**config.mk**
```make
export PLATFORM = sky130hd
export DESIGN_NAME = uart_rx
export DESIGN_NICKNAME = d
export VERILOG_FILES = /design/src/rtl/uart_pkg.sv /design/src/rtl/uart_baud_gen.sv /design/src/rtl/uart_rx.sv
export SDC_FILE = /design/constraint.sdc
export NUM_CORES = 1
export LEC_CHECK = 0
export CAP_MARGIN = 20
export CORE_MARGIN = 1.5
export CORE_UTILIZATION = 25
export DETAILED_ROUTE_END_ITERATION = 10
export HOLD_SLACK_MARGIN = 0.06
export PLACE_DENSITY_LB_ADDON = 0.05
export SLEW_MARGIN = 10
export SYNTH_ARGS = -nofsm -noshare
export SYNTH_HDL_FRONTEND = slang
export SYNTH_SLANG_ARGS = --single-unit
```
**constraint.sdc**
```tcl
create_clock -name clk_100 -period 2.3 [get_ports clk_100]
set_input_delay 0.575 -clock clk_100 [delete_from_list [all_inputs] [get_ports clk_100]]
set_output_delay 0.575 -clock clk_100 [all_outputs]
set_load 0.02 [all_outputs]
```
**src/rtl/uart_pkg.sv**
```systemverilog
// uart_pkg: shared UART types, defaults and baud divider computation
package uart_pkg;
   typedef enum logic [1:0] {IDLE, START, DATA, STOP} uart_state_t;
   localparam int DEFAULT_CLK_HZ = 100_000_000;
   localparam int DEFAULT_BAUD = 115200;
   localparam int OVERSAMPLE = 16;
   function automatic int calc_div(input int clk_hz, input int baud);
      return (clk_hz + (OVERSAMPLE / 2) * baud) / (OVERSAMPLE * baud);
   endfunction
endpackage

```
**src/rtl/uart_baud_gen.sv**
```systemverilog
// uart_baud_gen: oversample tick divider with phase restart
module uart_baud_gen #(
   parameter int DIV = 54
) (
   input  logic clk_100,
   input  logic rst_n,
   input  logic restart,
   output logic tick
);
   localparam int W = $clog2(DIV + 1);
   logic [W-1:0] cnt;
   assign tick = cnt == W'(DIV - 1);
   // free-running count, forced back to phase 0 on restart
   always_ff @(posedge clk_100 or negedge rst_n)
      if (!rst_n) cnt <= '0;
      else cnt <= (restart || tick) ? '0 : cnt + W'(1);
endmodule

```
**src/rtl/uart_rx.sv**
```systemverilog
// uart_rx: 8N1 receiver with 16x oversampling, majority vote and valid/ready holding register
module uart_rx
   import uart_pkg::*;
#(
   parameter int CLK_HZ = DEFAULT_CLK_HZ,
   parameter int BAUD = DEFAULT_BAUD
) (
   input  logic       clk_100,
   input  logic       rst_n,
   input  logic       rx,
   input  logic       ready,
   output logic [7:0] data,
   output logic       valid,
   output logic       frame_err,
   output logic       overrun
);
   localparam int DIV = calc_div(CLK_HZ, BAUD);
   uart_state_t state, state_nxt;
   logic rx_meta, rx_s, rx_prev;
   logic [3:0] tcnt;
   logic [2:0] bit_idx;
   logic [1:0] samp;
   logic [7:0] shreg;
   logic tick, fall, restart, maj, at_mid, at_end, stop_ok, stop_bad, load;
   uart_baud_gen #(.DIV(DIV)) u_baud (
      .clk_100(clk_100),
      .rst_n(rst_n),
      .restart(restart),
      .tick(tick)
   );
   assign fall = rx_prev & ~rx_s;
   assign restart = (state == IDLE) & fall;
   assign maj = (samp[1] & samp[0]) | (samp[1] & rx_s) | (samp[0] & rx_s);
   assign at_mid = tick && tcnt == 4'd9;
   assign at_end = tick && tcnt == 4'd15;
   assign stop_ok = (state == STOP) & at_mid & maj;
   assign stop_bad = (state == STOP) & at_mid & ~maj;
   assign load = stop_ok & (~valid | ready);
   // next-state: frame sequencing, stop returns to idle right at the mid-bit decision
   always_comb begin
      state_nxt = state;
      unique case (state)
         IDLE:  state_nxt = fall ? START : IDLE;
         START: state_nxt = (at_mid && maj) ? IDLE : (at_end ? DATA : START);
         DATA:  state_nxt = (at_end && bit_idx == 3'd7) ? STOP : DATA;
         STOP:  state_nxt = at_mid ? IDLE : STOP;
         default: state_nxt = IDLE;
      endcase
   end
   // state register
   always_ff @(posedge clk_100 or negedge rst_n)
      if (!rst_n) state <= IDLE;
      else state <= state_nxt;
   // line synchronizer plus one extra stage for falling-edge detection, idle high
   always_ff @(posedge clk_100 or negedge rst_n)
      if (!rst_n) {rx_meta, rx_s, rx_prev} <= 3'b111;
      else {rx_meta, rx_s, rx_prev} <= {rx, rx_meta, rx_s};
   // tick counter, mid-bit samples, bit index and shift register
   always_ff @(posedge clk_100 or negedge rst_n)
      if (!rst_n) begin
         tcnt <= '0;
         bit_idx <= '0;
         samp <= '0;
         shreg <= '0;
      end else begin
         tcnt <= restart ? 4'd0 : (tick ? tcnt + 4'd1 : tcnt);
         bit_idx <= restart ? 3'd0 : ((state == DATA && at_end) ? bit_idx + 3'd1 : bit_idx);
         if (tick && tcnt == 4'd7) samp[1] <= rx_s;
         if (tick && tcnt == 4'd8) samp[0] <= rx_s;
         if (state == DATA && at_mid) shreg <= {maj, shreg[7:1]};
      end
   // holding register handshake and one-cycle error pulses
   always_ff @(posedge clk_100 or negedge rst_n)
      if (!rst_n) begin
         data <= '0;
         valid <= 1'b0;
         frame_err <= 1'b0;
         overrun <= 1'b0;
      end else begin
         if (load) data <= shreg;
         valid <= load | (valid & ~ready);
         frame_err <= stop_bad;
         overrun <= stop_ok & ~load;
      end
endmodule

```
==> summary.md <==
| Metric | Value |
|---|---|
| Outcome | `completed` |
| P per Cell Area | `between 700 and 800 nW/µm²` |
| H-tree levels | `2` |
| Crit path largest cell delay | `about 0.42 ns` |
| Yosys reg bits | `39` |
| Vias in the first global route | `between 1000 and 1500` |
| Critical path's slowest cell | `dfrtp_1` |
| Final period util | `0.8588` |
| Avg WL per Cell | `around 13 µm` |
| CTS sink cnt | `39` |
| Worst IR Drop VDD | `about 0.00033 V` |
| IO Count | `15` |
| Post-CTS setup buffers | `0` |
| Clock period minus worst slack | `around 2 ns` |
| Clk_lat worst skew | `between 0.2 and 0.3 ns` |
| Synth Area per Inst | `~13 µm²` |
| CP Launch Type | `register` |
| First-pass GRT wire length | `5.706 mm` |
| Critical path arrival | `around 2.2 ns` |
| RSZ-0062 raised after global routing | `false` |
| Drt first-iter violations | `15` |
| Layout Skew | `about 0.0049 ns` |
| Critical path, cell by cell | `inv_1 > ha_1 > nand4b_2 > nor4b_2 > and3_2 > mux2_2` |
| Fin. Hold Viols | `0` |
| Most frequent cells in the layout | `dfrtp_1, mux2_2, nor2_1` |
| Clock slew at reported path FFs | `about 0.080 ns` |
| Row Count | `30` |
| Share of the synthesized area in the top cell type | `0.5161` |
| Worst Hold Class | `in -> async` |
| Global router's overall resource usage | `0.1013` |
| Post-Route WL | `between 3 and 4 mm` |
| Max clock buf depth | `2` |
| Largest net degree at the start of global routing | `40` |
| Post-route cell area | `approximately 2100 µm²` |
| DP Area | `between 2000 and 2500 µm²` |
| Initial Util | `0.2583` |
| Synth top area cells | `dfrtp_1, mux2_2, ha_1, dfstp_2, nor2_1` |
| Max cap viols | `0` |
| Critical path startpoint | `tcnt[1]` |
| Count of pins over their slew limit | `0` |
| Via density | `about 4.4` |
| First-pass iteration count of the detailed router | `4` |
| Final TNS setup | `0 ns` |
| Relative slew slack | `0.6673` |
| R2R Path Start | `tcnt[1]` |
| Layout area overhead | `21.15%` |
| Core Region | `roughly 6800 µm²` |
| CTS buffer count | `5` |
| Worst Path Required | `between 2 and 2.5 ns` |
| Crit-path max FO | `8` |
| Input/output buffers | `14` |
| GP Congestion | `between 0.7 and 0.8` |
| FMAX | `slightly above 0.5 GHz` |
| Worst-Margin Slew | `0.4991 ns` |
| Layout cell share with drive strength beyond 1 | `0.2885` |
| CP Class | `reg -> reg` |
| Count of cell types in the netlist | `36` |
| Diodes inserted | `0` |
| Layout net count | `between 150 and 200` |
| Total number of vias | `between 1000 and 1500` |
| Chip width | `roughly 87 µm` |
| Die span in y | `86.56 µm` |
| Total Power | `approximately 0.0017 W` |
| Sequential element share of the synthesized area | `0.5613` |
| Mapped Cells | `133` |
| Leakage power | `between 0.9 and 1 nW` |
| R2R cell count | `6` |
| CTS tree | `built` |
| Final ANT Viol Nets | `0` |
| GRT overflow | `0` |
| Ys Warns | `0` |
| Worst Setup End Kind | `register` |
| Die area | `around 7500 µm²` |
| Reg-to-reg slack, setup | `~0.32 ns` |
| Syn_nets | `144` |
| Fillers | `673` |
| Final setup viols | `0` |
| Cell area after synthesis | `1745 µm²` |
| Most common cell after layout, fill and taps aside | `dfrtp_1` |
| Cell taking the most area after synthesis | `dfrtp_1` |
| Dpl hpwl | `~2.2 mm` |
| Initial antenna violation count | `0` |
| Remaining DRCs | `0` |
| Root buf cell | `clkbuf_8` |
| Critical R2R Capture | `data[0]` |
cell usage after synthesis:
cell type	n
dfrtp_1	36
mux2_2	18
nor2_1	15
ha_1	7
xnor2_1	6
nand2_1	5
buf_2	4
nand3_1	4
dfstp_2	3
inv_1	3
and3_1	2
mux2i_1	2
nor4_4	2
nor4b_2	2
o21ai_0	2
xor2_1	2
a21oi_1	1
a221o_1	1
a31oi_1	1
buf_4	1
clkbuf_2	1
maj3_1	1
nand2b_1	1
nand3b_1	1
nand4_1	1
nand4_4	1
nand4b_1	1
nand4b_2	1
nor2_2	1
nor2b_1	1
nor3_1	1
nor3b_1	1
nor4_1	1
nor4b_1	1
o311ai_0	1
or2_0	1
cell type report:
type,instances,area [µm²],share of cell area
sequential,39,979.7,0.4633
clock buffer,5,68.82,0.03254
multi-input combinational,85,723.2,0.3420
inverter,3,11.26,0.005325
tap,80,100.1,0.04734
clock inverter,3,43.79,0.02071
timing repair buffer,21,187.7,0.08876
logic make-up after synthesis:
kind of cell	synth area share
flops	0.5613
compound gates	0.02294
fa+ha+maj	0.05591
xor+xnor	0.04014
buf+inv	0.02509
simple gates	0.1670
mux	0.1276
worst max-delay path: cells and delay by family, from the launching register on:
family / cells / cell delay [ns]
adders and majority gates: 1 / 0.18
DFF: 1 / 0.42
and+or+nand+nor: 3 / 0.81
muxes: 1 / 0.36
buffers and inverters: 1 / 0.09
layer usage:
metal | global-route usage | vias up | share of wire
met3 | 0.03143 | 6 | 0.037
met2 | 0.1499 | 13 | 0.45
met5 | 0 | - | 0
met4 | 0.04839 | 0 | 0.022
met1 | 0.1343 | 512 | 0.49
li1 | - | 506 | -
flip-flops by register name, indices dropped and copies added (netlist names):
signal      count
bit_idx         3
samp            2
shreg           8
rx_prev         1
u_baud.cnt      6
data            8
overrun         1
state           2
tcnt            4
frame_err       1
rx_meta         1
rx_s            1
valid           1
report_power, final:
part | internal (W) | switching [W] | leakage (nW) | total (W)
sequential | 0.000752 | 0.0000749 | 0.520 | 0.000827
clock | 0.000323 | 0.000246 | 0.0581 | 0.000569
combinational | 0.000108 | 0.000146 | 0.393 | 0.000254
total | 0.00118 | 0.000467 | 0.971 | 0.00165
how the worst max path moves through the flow:
stage	end	slack, ns	cells after the start
floorplan	data[0]	0.50	7
global placement	data[3]	0.15	6
detailed placement	data[3]	0.16	6
CTS	data[5]	0.16	6
global route	data[0]	0.13	6
finish	data[0]	0.32	6
metrics by stage:
step           hold WS, ns  std cells  setup slack (ns)  utilization
2_1_floorplan       0.2794        133            0.5012            -
3_3_place_gp        0.3472        228            0.1520       0.2961
3_5_place_dp        0.3468        228            0.1638       0.2961
4_1_cts             0.3522        236            0.1598       0.3128
5_1_grt             0.3622        236            0.1260       0.3130
6_report            0.3271        236            0.3249       0.3130
what timing repair did:
item | 4_1_cts | 5_1_grt
resized for setup | 0 | 1
hold buffers | 0 | 0
endpoints found under the setup margin | 0 | 1
Power figures use the tool's default switching activity.
